==> src/rtl/mem_burst_ctrl.sv <==
// Purpose: burst read/write command front-end that sequences a level-sensitive byte memory array.
// Latency: write beat is 3 cycles minimum; first read beat is valid 2 cycles after the command handshake.
// Backpressure: cmd_ready only in IDLE; wr_ready only in WR_WAIT; rd_valid/rd_data hold until rd_ready.
//
// Ports:
//   clk, rst                     single clock, synchronous active-high reset
//   cmd_valid/cmd_ready          command stream: cmd_write, cmd_addr (start), cmd_len (beats minus one)
//   wr_valid/wr_ready/wr_data    write-data beat stream
//   rd_valid/rd_ready/rd_data    read-data beat stream
//   mem_addr/mem_wr_en/mem_wdata registered array pins; mem_rdata is combinational from mem_addr
//   busy                         high whenever the sequencer is not idle
module mem_burst_ctrl #(
    parameter int ADDR_BITS = 5,
    parameter int DATA_BITS = 8
) (
    input  logic                 clk,
    input  logic                 rst,
    input  logic                 cmd_valid,
    output logic                 cmd_ready,
    input  logic                 cmd_write,
    input  logic [ADDR_BITS-1:0] cmd_addr,
    input  logic [ADDR_BITS-1:0] cmd_len,
    input  logic                 wr_valid,
    output logic                 wr_ready,
    input  logic [DATA_BITS-1:0] wr_data,
    output logic                 rd_valid,
    input  logic                 rd_ready,
    output logic [DATA_BITS-1:0] rd_data,
    output logic [ADDR_BITS-1:0] mem_addr,
    output logic                 mem_wr_en,
    output logic [DATA_BITS-1:0] mem_wdata,
    input  logic [DATA_BITS-1:0] mem_rdata,
    output logic                 busy
);

    typedef enum logic [2:0] {
        IDLE     = 3'd0,
        WR_WAIT  = 3'd1,
        WR_PULSE = 3'd2,
        WR_HOLD  = 3'd3,
        RD_SETUP = 3'd4,
        RD_OUT   = 3'd5
    } state_t;

    localparam logic [ADDR_BITS-1:0] ADDR_ONE = ADDR_BITS'(1);

    state_t                 state_q,     state_d;
    logic [ADDR_BITS-1:0]   cur_addr_q,  cur_addr_d;
    logic [ADDR_BITS-1:0]   count_q,     count_d;
    logic [ADDR_BITS-1:0]   mem_addr_q,  mem_addr_d;
    logic                   mem_wr_en_q, mem_wr_en_d;
    logic [DATA_BITS-1:0]   mem_wdata_q, mem_wdata_d;
    logic [DATA_BITS-1:0]   rd_data_q,   rd_data_d;
    logic                   rd_valid_q,  rd_valid_d;

    // Handshake readies are pure state decodes, so they are glitch-free and
    // never depend on the upstream valid.
    assign cmd_ready = (state_q == IDLE);
    assign wr_ready  = (state_q == WR_WAIT);
    assign busy      = (state_q != IDLE);

    assign mem_addr  = mem_addr_q;
    assign mem_wr_en = mem_wr_en_q;
    assign mem_wdata = mem_wdata_q;
    assign rd_data   = rd_data_q;
    assign rd_valid  = rd_valid_q;

    always_comb begin
        state_d     = state_q;
        cur_addr_d  = cur_addr_q;
        count_d     = count_q;
        mem_addr_d  = mem_addr_q;
        mem_wdata_d = mem_wdata_q;
        rd_data_d   = rd_data_q;
        rd_valid_d  = rd_valid_q;
        // The enable pin is registered, so it is high on the pin during the
        // cycle after WR_PULSE. That puts one idle edge between the addr/wdata
        // update and the rising enable, and another between the falling enable
        // and the earliest next addr/wdata update.
        mem_wr_en_d = 1'b0;

        unique case (state_q)
            IDLE: begin
                if (cmd_valid) begin
                    cur_addr_d = cmd_addr;
                    count_d    = cmd_len;
                    if (cmd_write) begin
                        state_d = WR_WAIT;
                    end else begin
                        mem_addr_d = cmd_addr;
                        state_d    = RD_SETUP;
                    end
                end
            end
            WR_WAIT: begin
                if (wr_valid) begin
                    mem_addr_d  = cur_addr_q;
                    mem_wdata_d = wr_data;
                    state_d     = WR_PULSE;
                end
            end
            WR_PULSE: begin
                mem_wr_en_d = 1'b1;
                state_d     = WR_HOLD;
            end
            WR_HOLD: begin
                if (count_q == '0) begin
                    state_d = IDLE;
                end else begin
                    cur_addr_d = cur_addr_q + ADDR_ONE;  // wraps modulo depth
                    count_d    = count_q - ADDR_ONE;
                    state_d    = WR_WAIT;
                end
            end
            RD_SETUP: begin
                // mem_addr has been stable for this whole cycle; sample the array.
                rd_data_d  = mem_rdata;
                rd_valid_d = 1'b1;
                state_d    = RD_OUT;
            end
            RD_OUT: begin
                if (rd_ready) begin
                    rd_valid_d = 1'b0;
                    if (count_q == '0) begin
                        state_d = IDLE;
                    end else begin
                        cur_addr_d = cur_addr_q + ADDR_ONE;
                        mem_addr_d = cur_addr_q + ADDR_ONE;
                        count_d    = count_q - ADDR_ONE;
                        state_d    = RD_SETUP;
                    end
                end
            end
            default: begin
                state_d = IDLE;
            end
        endcase
    end

    always_ff @(posedge clk) begin
        if (rst) begin
            state_q     <= IDLE;
            cur_addr_q  <= '0;
            count_q     <= '0;
            mem_addr_q  <= '0;
            mem_wr_en_q <= 1'b0;
            mem_wdata_q <= '0;
            rd_data_q   <= '0;
            rd_valid_q  <= 1'b0;
        end else begin
            state_q     <= state_d;
            cur_addr_q  <= cur_addr_d;
            count_q     <= count_d;
            mem_addr_q  <= mem_addr_d;
            mem_wr_en_q <= mem_wr_en_d;
            mem_wdata_q <= mem_wdata_d;
            rd_data_q   <= rd_data_d;
            rd_valid_q  <= rd_valid_d;
        end
    end

endmodule
==> config.mk <==
export PLATFORM = sky130hd
export DESIGN_NAME = mem_burst_ctrl
export DESIGN_NICKNAME = d
export VERILOG_FILES = /design/src/rtl/mem_burst_ctrl.sv
export SDC_FILE = /design/constraint.sdc
export NUM_CORES = 1
export LEC_CHECK = 0
export BUFFER_PORTS_ARGS = -buffer_cell sky130_fd_sc_hd__buf_2
export CAP_MARGIN = 0
export CORE_ASPECT_RATIO = 0.6
export CORE_UTILIZATION = 46
export CTS_CLUSTER_DIAMETER = 200
export CTS_CLUSTER_SIZE = 24
export DETAILED_ROUTE_END_ITERATION = 8
export GPL_TIMING_DRIVEN = 1
export PLACE_DENSITY_LB_ADDON = 0.12
export SLEW_MARGIN = 20
export SYNTH_ARGS = -nofsm -noshare
export SYNTH_HDL_FRONTEND = slang
export SYNTH_SLANG_ARGS = --single-unit
==> constraint.sdc <==
create_clock -name clk -period 1.6 [get_ports clk]
set_input_delay 0.08 -clock clk [delete_from_list [all_inputs] [get_ports clk]]
set_output_delay 0.08 -clock clk [all_outputs]
set_load 0.01 [all_outputs]
# Word level (Yosys, flattened, before mapping)
# Cells that the tools add are included.
totals:
  register_bits: 36
  inputBits: 32
  out_inout_bits: 26
  word_cells: 55
op_classes:
  addsub: 2
  n_eq_ne: 10
  muxes: 24
  n_reduce_logical: 11
op_table:
  columns: ["op", "count"]
  rows:
  - ["2-to-1 mux 5 bit", 11]
  - ["one-hot mux 5 bit (3 select lines)", 3]
  - ["one-hot mux 3 bit (6 select lines)", 1]
  - ["2-to-1 mux 3 bit", 5]
  - ["inequality test 2 bit, second input constant", 5]
  - ["nonzero test 3 bit", 3]
  - ["equality test 3 x 2 -> 1 bit, second input constant", 2]
  - ["equality test 3 bit, second input constant", 2]
  - ["AND reduction 3 bit", 2]
  - ["AND reduction 6 bit", 1]
  - ["adder 5 x 1 -> 5 bit, second input constant", 1]
  - ["zero test 5 bit", 1]
  - ["subtractor 5 x 1 -> 5 bit, second input constant", 1]
  - ["AND reduction 2 bit", 2]
  - ["equality test 3 x 1 -> 1 bit, second input constant", 1]
  - ["zero test 3 bit", 1]
  - ["2-to-1 mux 1 bit", 3]
  - ["one-hot mux 1 bit (2 select lines)", 1]
  - ["nonzero test 2 bit", 1]

# Depth between registers and ports, before layout
# Gate-level depths: netlist of run 1.
logic_depth:
  word_depth: 4
  ltp_mapped: 7
  ltp_nobuf: 6

# Least setup slack after synthesis of run 1
# No wires, ideal clock.
synth_timing:
  kind: "reg2reg"
  startpoint: "register count_q[0]"
  endpoint: "register state_q[0]"
  setup_ns: 0.128
  t_arrival_ns: 1.597
  path_slack_ns: -0.124
  path_stages_with_launch: 8
  cell_sequence: "dfxtp_1 inv_1 ha_1 or4b_1 buf_2 o32a_1 a32oi_1 nor2_1"
synth_between:
  elab_chain_cells: 3
synth_lines:
  columns: ["item", "line", "rtl"]
  rows:
  - ["from (decl)", "49", "logic [ADDR_BITS-1:0] count_q, count_d;"]
  - ["from (signal assigned)", "153", "count_q <= count_d;"]
  - ["zero test 5 bit", "107", "if (count_q == '0) begin"]
  - ["2-to-1 mux 1 bit", "107", null]
  - ["one-hot mux 3 bit (6 select lines)", "82", "unique case (state_q)"]
  - ["to (signal assigned)", "151", "state_q <= state_d;"]
  - ["to (decl)", "47", "state_t state_q, state_d;"]
# Every way passes these cells.
# A chain may end at the register's enable or synchronous reset.

# Final worst setup path of run 1
layout_timing:
  startpoint: "register count_q[1]"
  endpoint: "register cur_addr_q[4]"
layout_between:
  elab_chain_cells: 4
layout_lines:
  columns: ["item", "line", "rtl"]
  rows:
  - ["zero test 5 bit (*)", "107, 124", null]
  - ["2-to-1 mux 5 bit (*)", null, null]
  - ["2-to-1 mux 5 bit", null, null]
  - ["one-hot mux 5 bit (3 select lines) (*)", null, null]
  - ["to (signal assigned)", "152", "cur_addr_q <= cur_addr_d;"]
  - ["to (decl)", "48", "logic [ADDR_BITS-1:0] cur_addr_q, cur_addr_d;"]
# Mark *: on every way between the ends. The rest lies on a longest branch, timed or not. The select of a mux whose other input is x is not followed.

==> results.txt, run 1 <==
----------------------------------------------------
[GRT]
  Total overflow reported by the global router ... 0
  Gr usage total ... between 20% and 30%
  Largest net degree at the start of global routing ... 26
  Vias in the first global route ... between 1500 and 2000
  Initial antenna violation count ... 0
  First-pass GRT wire length ... 7.928 mm

[Clock tree]
  Depth of the CTS H-tree ... 2
  Clock tree from TritonCTS ... built
  Post-CTS Hold Fix Bufs ... 0
  Clock insertion delay at the later pin of the skew report ... 290 ps
  Sinks on Clock Net ... 36
  Clock buffer count from CTS ... 5
  CTS Root Buffer Type ... sky130_fd_sc_hd__clkbuf_8
  Clock Pin Slew Worst Setup and Hold Paths ... around 80 ps
  Clock buffer depth ... 2

[Synthesis]
  Number of standard cells after synthesis ... 214
  Number of warnings issued by yosys ... 0
  Top cell type's share of synthesized area ... between 30% and 40%
  Syn Nets ... 248
  Synth top area cells ... sky130_fd_sc_hd__dfxtp_1 (38%), sky130_fd_sc_hd__mux2i_1 (9.0%), sky130_fd_sc_hd__nor2_1 (4.4%), sky130_fd_sc_hd__a21oi_1 (4.2%), sky130_fd_sc_hd__o32ai_1 (2.3%)
  Number of enable flip-flop cells after synthesis ... 0
  Sequential fraction of the synthesis area ... 38.10%
  Top flip-flop cell by instance count after synthesis ... sky130_fd_sc_hd__dfxtp_1
  Synth async-reset ratio ... 0%
  Mean cell area of the mapped netlist ... 8.840 um2
  Library cell with the largest summed area after synthesis ... sky130_fd_sc_hd__dfxtp_1
  Number of library cell types mapped by synthesis ... 50
  Flops & latches, synth ... 36
  Area of the mapped netlist ... 0.001892 mm2

[Finish]
  Final design instance area without fill ... 0.002616 mm2
  Layout-stage area growth over the synthesis result ... 38.29%
  Most common library cell in the layout ignoring fill and taps ... sky130_fd_sc_hd__buf_2
  Fraction of final layout cells sized beyond drive strength 1 ... between 40 and 50%
  Fillcell total ... 319
  Antenna diode count ... 0
  Core utilization of the finished layout ... 68.72%
  Sequential cell area ... 723.2 um2
  Post-route non-filler standard cell count ... 339
  Post-layout nets ... approximately 330
  Multi-input gate area in the final layout ... 0.001146 mm2
  Most used cells in the layout excluding fill and tap cells ... sky130_fd_sc_hd__buf_2 (57), sky130_fd_sc_hd__dfxtp_1 (34), sky130_fd_sc_hd__buf_4 (24)

[Route]
  Number of search-and-repair iterations in the first detailed-routing pass ... 9
  Final Routed Wirelength ... 5.204 mm
  DRC errors left ... 5
  Ratio of routed vias to standard cells ... 5.640
  Post-DRT Antenna Nets ... 0
  Routed len/inst ... ~15 um
  Total via count after detailed routing ... 1912
  First DRT Iteration DRCs ... 134

[Power and ir drop]
  Peak supply drop ... approximately 0.00057 V
  Static power due to leakage ... 1.136 nW
  Power density cells ... around 1100 mW/mm2
  Design Power ... 2.792 mW

[Worst setup path]
  CP startpoint kind ... flip-flop
  Worst reg2reg endpoint ... cur_addr_q[4]
  Arrival time of the worst setup path ... roughly 1800 ps
  Element type at the critical path end ... flip-flop
  Stage delay of the slowest cell on the critical path ... 510 ps
  Worst Path Required ... 1770 ps
  Start-to-end type of the worst setup path ... reg -> reg
  Cells on worst reg2reg path ... 7
  Reg2reg start ... count_q[1]
  Largest driver fanout on the critical path ... 6
  Reg-to-reg setup timing slack ... -60 ps
  CP cell instances ... inv_2 > ha_4 > or4b_4 > nand4_1 > buf_4 > o31a_1 > o32ai_2
  CP max stage cell ... sky130_fd_sc_hd__or4b_4

[Placed design]
  Worst setup slack before clock tree synthesis ... -74.72 ps
  Final weighted congestion in routability-driven placement ... 0.8750
  Count of input and output buffers ... 57
  Placed cells ... 329
  Detailed Place HPWL ... 3.673 mm
  Area after DPL ... 0.002395 mm2

[Timing]
  Slew @ Worst Pin ... 431.6 ps
  Period utilisation layout ... 103.9%
  Final period demand of the worst path ... between 1500 and 2000 ps
  Maximum clock frequency ... about 600 MHz
  Worst hold slack ... 25.20 ps
  Post-Route Skew ... 6.037 ps
  Setup tns final ... -134.4 ps
  Worst max-slew margin expressed relative to the limit ... 71.23%
  Unrepaired setup endpoints after global routing ... yes
  Final hold violations ... 0
  Endpoints failing setup ... 5
  Setup WS post-layout ... -61.62 ps
  Number of max-slew violations in the final report ... 0

[Job]
  Number of maximum-capacitance constraint violations ... 0

[Hold path]
  Hold Path Depth ... 3
  Kind of path behind the tightest hold check ... in -> reg
  Hold worst-path end ... mem_wdata[3]
  Hold Startpoint ... wr_data[3]

[Status]
  Failing checks ... DRC, setup timing
  Result of the run ... complete, but fails checks

[Floorplan]
  Initial core utilization ... 49.69%
  Top-level I/O count ... 58
  Chip width ... ~85 um
  Placement row count ... 17
  Core region area ... 0.003807 mm2
  Die area ... 0.004382 mm2
  Die Y-Extent ... 51.68 um

----------------------------------------------------
-- repair_timing --
item                                   CTS  global route
setup endpoints to repair               11            23
setup buffers                            1             1
endpoints found under the hold margin    0             0
pin swaps                                2             3
gates resized for setup                 11            10
-- synth_stat cells (all sizes together) (5+ instances only) --
cell type	instances
buf	10
nor2	23
o21ai	8
o32ai	5
nand3	5
clkbuf	6
a21oi	17
mux2i	17
nand2	10
nand4	5
inv	11
dfxtp	36
-- worst max-delay path by stage --
stage	start	endpoint	slack (ps)	cells past startpoint
after detailed placement	count_q[1]	state_q[0]	-70	6
final	count_q[1]	cur_addr_q[4]	-60	7
after global routing	count_q[0]	cur_addr_q[4]	-120	7
after CTS	count_q[1]	state_q[0]	-50	6
after global placement	count_q[1]	state_q[0]	-50	6
after floorplan	count_q[1]	state_q[0]	-110	7
-- state kept, by name, indices dropped and copies added (netlist names) --
register	flops
rd_data	8
rd_valid	1
count_q	5
mem_wr_en	1
mem_wdata	8
state_q	3
mem_addr	5
cur_addr_q	5
-- report_power, final --
part           total [mW]  internal [mW]  switching, mW
Combinational       0.952          0.446          0.507
Sequential           1.04          0.980         0.0590
Clock               0.800          0.463          0.338
-- critical path, delay by kind of cell (launching register included) --
kind                       cells  cell delay, ps
buffers and inverters          2             190
DFF                            1             320
adders and majority gates      1             130
AOI/OAI and AO/OA              2             240
and+or+nand+nor                2             660
-- cell families after synthesis --
logic type      share of synthesized area (%)
flops                                   38.10
compound gates                          23.55
xor+xnor                                4.167
mux                                     9.590
fa+ha+maj                               1.323
buf+inv                                 6.216
simple gates                            17.06
-- layout make-up --
class / count / area share, %
well taps: 47 / 2.248
multi-input cells: 151 / 43.81
clock buffers: 6 / 2.774
repair buffers: 86 / 20.61
inverters: 11 / 1.578
clock inverters: 2 / 1.339
flip-flops and latches: 36 / 27.64
-- layer usage --
| metal | up-vias | track usage (%) | part of all wire, % |
|---|---|---|---|
| li1 | 949 | - | - |
| met1 | 878 | 36.59 | 53 |
| met2 | 80 | 31.71 | 39 |
| met3 | 5 | 5.714 | 7.8 |
| met4 | 0 | 8.475 | 0.77 |
| met5 | - | 0 | 0 |
No activity file was read; power rests on OpenSTA's default activity.
==> inputs of run 2 (changes only) <==
--- a/config.mk
+++ b/config.mk
@@ -5,7 +5,7 @@
 export SDC_FILE = /design/constraint.sdc
 export NUM_CORES = 1
 export LEC_CHECK = 0
-export BUFFER_PORTS_ARGS = -buffer_cell sky130_fd_sc_hd__buf_2
+export BUFFER_PORTS_ARGS = -buffer_cell sky130_fd_sc_hd__buf_4
 export CAP_MARGIN = 0
 export CORE_ASPECT_RATIO = 0.6
 export CORE_UTILIZATION = 46
@@ -13,6 +13,7 @@
 export CTS_CLUSTER_SIZE = 24
 export DETAILED_ROUTE_END_ITERATION = 8
 export GPL_TIMING_DRIVEN = 1
+export HOLD_SLACK_MARGIN = 0.03
 export PLACE_DENSITY_LB_ADDON = 0.12
 export SLEW_MARGIN = 20
 export SYNTH_ARGS = -nofsm -noshare
==> results.txt, run 2 (synthesized netlist as in run 1, its figures left out) <==
----------------------------------------------------
[Finish]
  Fraction of final layout cells sized beyond drive strength 1 ... 42.81% (was 41.10%)
  Final design instance area without fill ... 0.002848 mm2 (was 0.002616 mm2)
  Post-route non-filler standard cell count ... 346 (was 339)
  Post-layout nets ... 333 (was 325)
  Most common library cell in the layout ignoring fill and taps ... sky130_fd_sc_hd__buf_4 (was sky130_fd_sc_hd__buf_2)
  Fillcell total ... 288 (was 319)
  Layout-stage area growth over the synthesis result ... 50.53% (was 38.29%)
  Core utilization of the finished layout ... 74.79% (was 68.72%)
  Antenna diode count ... 0 (unchanged)
  Most used cells in the layout excluding fill and tap cells ... sky130_fd_sc_hd__buf_4 (85), sky130_fd_sc_hd__dfxtp_1 (33), sky130_fd_sc_hd__nor2_1 (22) (was sky130_fd_sc_hd__buf_2 (57), sky130_fd_sc_hd__dfxtp_1 (34), sky130_fd_sc_hd__buf_4 (24))

[Timing]
  Post-Route Skew ... 8.420 ps (was 6.037 ps)
  Final hold violations ... 0 (unchanged)
  Period utilisation layout ... 104.9% (was 103.9%)
  Number of max-slew violations in the final report ... 0 (unchanged)
  Unrepaired setup endpoints after global routing ... yes (unchanged)
  Setup WS post-layout ... -79.13 ps (was -61.62 ps)
  Endpoints failing setup ... 6 (was 5)
  Final period demand of the worst path ... 1679 ps (was 1662 ps)
  Maximum clock frequency ... 595.5 MHz (was 601.8 MHz)
  Slew @ Worst Pin ... 447.9 ps (was 431.6 ps)
  Worst max-slew margin expressed relative to the limit ... 70.14% (was 71.23%)

[Power and ir drop]
  Share of power burned in registers ... 37.3% (was 37.2%)
  Peak supply drop ... 0.0005657 V (was 0.0005675 V)
  Total net switching power ... 937.5 uW (was 903.7 uW)
  Switching power as a share of total power ... 33.29% (was 32.37%)
  Static power due to leakage ... 1.192 nW (was 1.136 nW)
  Combinational share of power ... 37.5% (was 34.1%)
  Clock network fraction of design power ... 25.2% (was 28.7%)
  Power density cells ... 989.1 mW/mm2 (was 1067 mW/mm2)
  Design Power ... 2.817 mW (was 2.792 mW)
  Internal power consumption ... 1.879 mW (was 1.888 mW)

[Floorplan]
  Initial core utilization ... 49.69% (unchanged)
  Core region area ... 0.003807 mm2 (unchanged)
  Top-level I/O count ... 58 (unchanged)
  Die area ... 0.004382 mm2 (unchanged)
  Placement row count ... 17 (unchanged)
  Chip width ... 84.79 um (unchanged)
  Die Y-Extent ... 51.68 um (unchanged)

[Clock tree]
  CTS Root Buffer Type ... sky130_fd_sc_hd__clkbuf_8 (unchanged)
  Clock buffer count from CTS ... 5 (unchanged)
  Clock buffer depth ... 2 (unchanged)
  Depth of the CTS H-tree ... 2 (unchanged)
  Sinks on Clock Net ... 36 (unchanged)
  Clock insertion delay at the later pin of the skew report ... 300 ps (was 290 ps)
  Clock Pin Slew Worst Setup and Hold Paths ... 80 ps (about the same)
  Clock tree from TritonCTS ... built (unchanged)

[Worst setup path]
  Critical path's top delay family ... simple AND/OR/NAND/NOR gates (unchanged)
  Arrival time of the worst setup path ... 1860 ps (was 1830 ps)
  Worst path bufs/invs ... 1 (was 2)
  Element type at the critical path end ... flip-flop (unchanged)
  CP max stage cell ... sky130_fd_sc_hd__or4b_4 (unchanged)
  Worst Path Required ... 1780 ps (was 1770 ps)
  CP startpoint kind ... flip-flop (unchanged)
  CP cell instances ... inv_2 > ha_4 > or4b_4 > o32a_1 > a32oi_1 > nor2_1 (was inv_2 > ha_4 > or4b_4 > nand4_1 > buf_4 > o31a_1 > o32ai_2)
  Stage delay of the slowest cell on the critical path ... 510 ps (about the same)
  Start-to-end type of the worst setup path ... reg -> reg (unchanged)
  Largest driver fanout on the critical path ... 5 (was 6)

[Route]
  DRC errors left ... 4 (was 5)
  First DRT Iteration DRCs ... 218 (was 134)
  Number of search-and-repair iterations in the first detailed-routing pass ... 8 (was 9)
  Ratio of routed vias to standard cells ... 5.893 (was 5.640)
  Final Routed Wirelength ... 5.972 mm (was 5.204 mm)
  Total via count after detailed routing ... 2039 (was 1912)
  Post-DRT Antenna Nets ... 0 (unchanged)
  Routed len/inst ... 17.26 um (was 15.35 um)

[GRT]
  First-pass GRT wire length ... 9.011 mm (was 7.928 mm)
  Vias in the first global route ... 1850 (was 1592)
  Gr usage total ... 27.15% (was 23.89%)
  Largest net degree at the start of global routing ... 34 (was 26)
  Initial antenna violation count ... 0 (unchanged)
  Met3 Use GR ... 7.937% (was 5.714%)
  Total overflow reported by the global router ... 0 (unchanged)
  Global-route layer with the greatest usage ... met2 (was met1)
  Met2 layer usage reported by global route ... 41.46% (was 31.71%)
  Met1 routing resource usage after global routing ... 36.89% (was 36.59%)

[Status]
  Failing checks ... DRC, setup timing (unchanged)
  Result of the run ... complete, but fails checks (unchanged)

[Job]
  Number of maximum-capacitance constraint violations ... 0 (unchanged)

[Placed design]
  Final weighted congestion in routability-driven placement ... 0.9285 (was 0.8750)
  Detailed Place HPWL ... 4.009 mm (was 3.673 mm)
  Placed cells ... 327 (was 329)
  Area after DPL ... 0.002510 mm2 (was 0.002395 mm2)
  Count of input and output buffers ... 57 (unchanged)
  Worst setup slack before clock tree synthesis ... -86.09 ps (was -74.72 ps)

[Hold path]
  Kind of path behind the tightest hold check ... in -> reg (unchanged)

----------------------------------------------------
[run 2: power groups by stage]
stage          registers (mW)  clock network, mW  logic, mW
2_1_floorplan            1.07                  0      0.504
3_3_place_gp             1.06                  0      0.873
3_5_place_dp             1.06                  0      0.883
4_1_cts                  1.04              0.722      0.951
5_1_grt                  1.06              0.760       1.12
6_report                 1.05              0.711       1.06
[run 2: worst paths after layout]
path                             startpoint           end  slack (ps)  cells past startpoint
worst max-delay path             count_q[0]    state_q[0]         -80                      6
worst min-delay path             wr_data[5]  mem_wdata[5]          30                      3
worst max register to register   count_q[0]    state_q[0]         -80                      6
worst min register to register  mem_addr[1]   mem_addr[1]         490                      2
[run 2: worst register-to-register path, cell delays in order, from the launching register on]
cell and delay [ps]:
sky130_fd_sc_hd__dfxtp_2 330, sky130_fd_sc_hd__inv_2 80, sky130_fd_sc_hd__ha_4 130, sky130_fd_sc_hd__or4b_4 510
sky130_fd_sc_hd__o32a_1 320, sky130_fd_sc_hd__a32oi_1 150, sky130_fd_sc_hd__nor2_1 50
[run 2: routing by layer]
metal | routed length (um) | up-vias
li1 | - | 971
met1 | 2747 | 954
met2 | 2557 | 107
met3 | 607 | 7
met4 | 59 | 0
met5 | 0 | -
[run 2: through the flow]
step	setup TNS, ps	hold slack, ps
final	-208.5	30.55
after global routing	-685.6	34.10
after CTS	-157.6	31.44
after detailed placement	-623.9	323.7
after global placement	-114.0	317.2
after floorplan	-259.5	227.2
[run 2: repair_timing]
action	CTS	global route
resized for setup	11	18
endpoints found under the setup margin	15	24
pin swaps	3	8
hold buffers	4	0
endpoints found under the hold margin	4	0
cloned	1	0
buffers inserted	3	4
[run 2: layout make-up]
| cell class | count | area (um2) | share of cell area [%] |
|---|---|---|---|
| Clock buffer | 7 | 96.34 | 3.383 |
| Inverter | 11 | 45.04 | 1.582 |
| Sequential cell | 36 | 726.9 | 25.53 |
| Tap cell | 47 | 58.81 | 2.065 |
| Timing Repair Buffer | 94 | 737.0 | 25.88 |
| Multi-Input combinational cell | 151 | 1184 | 41.56 |
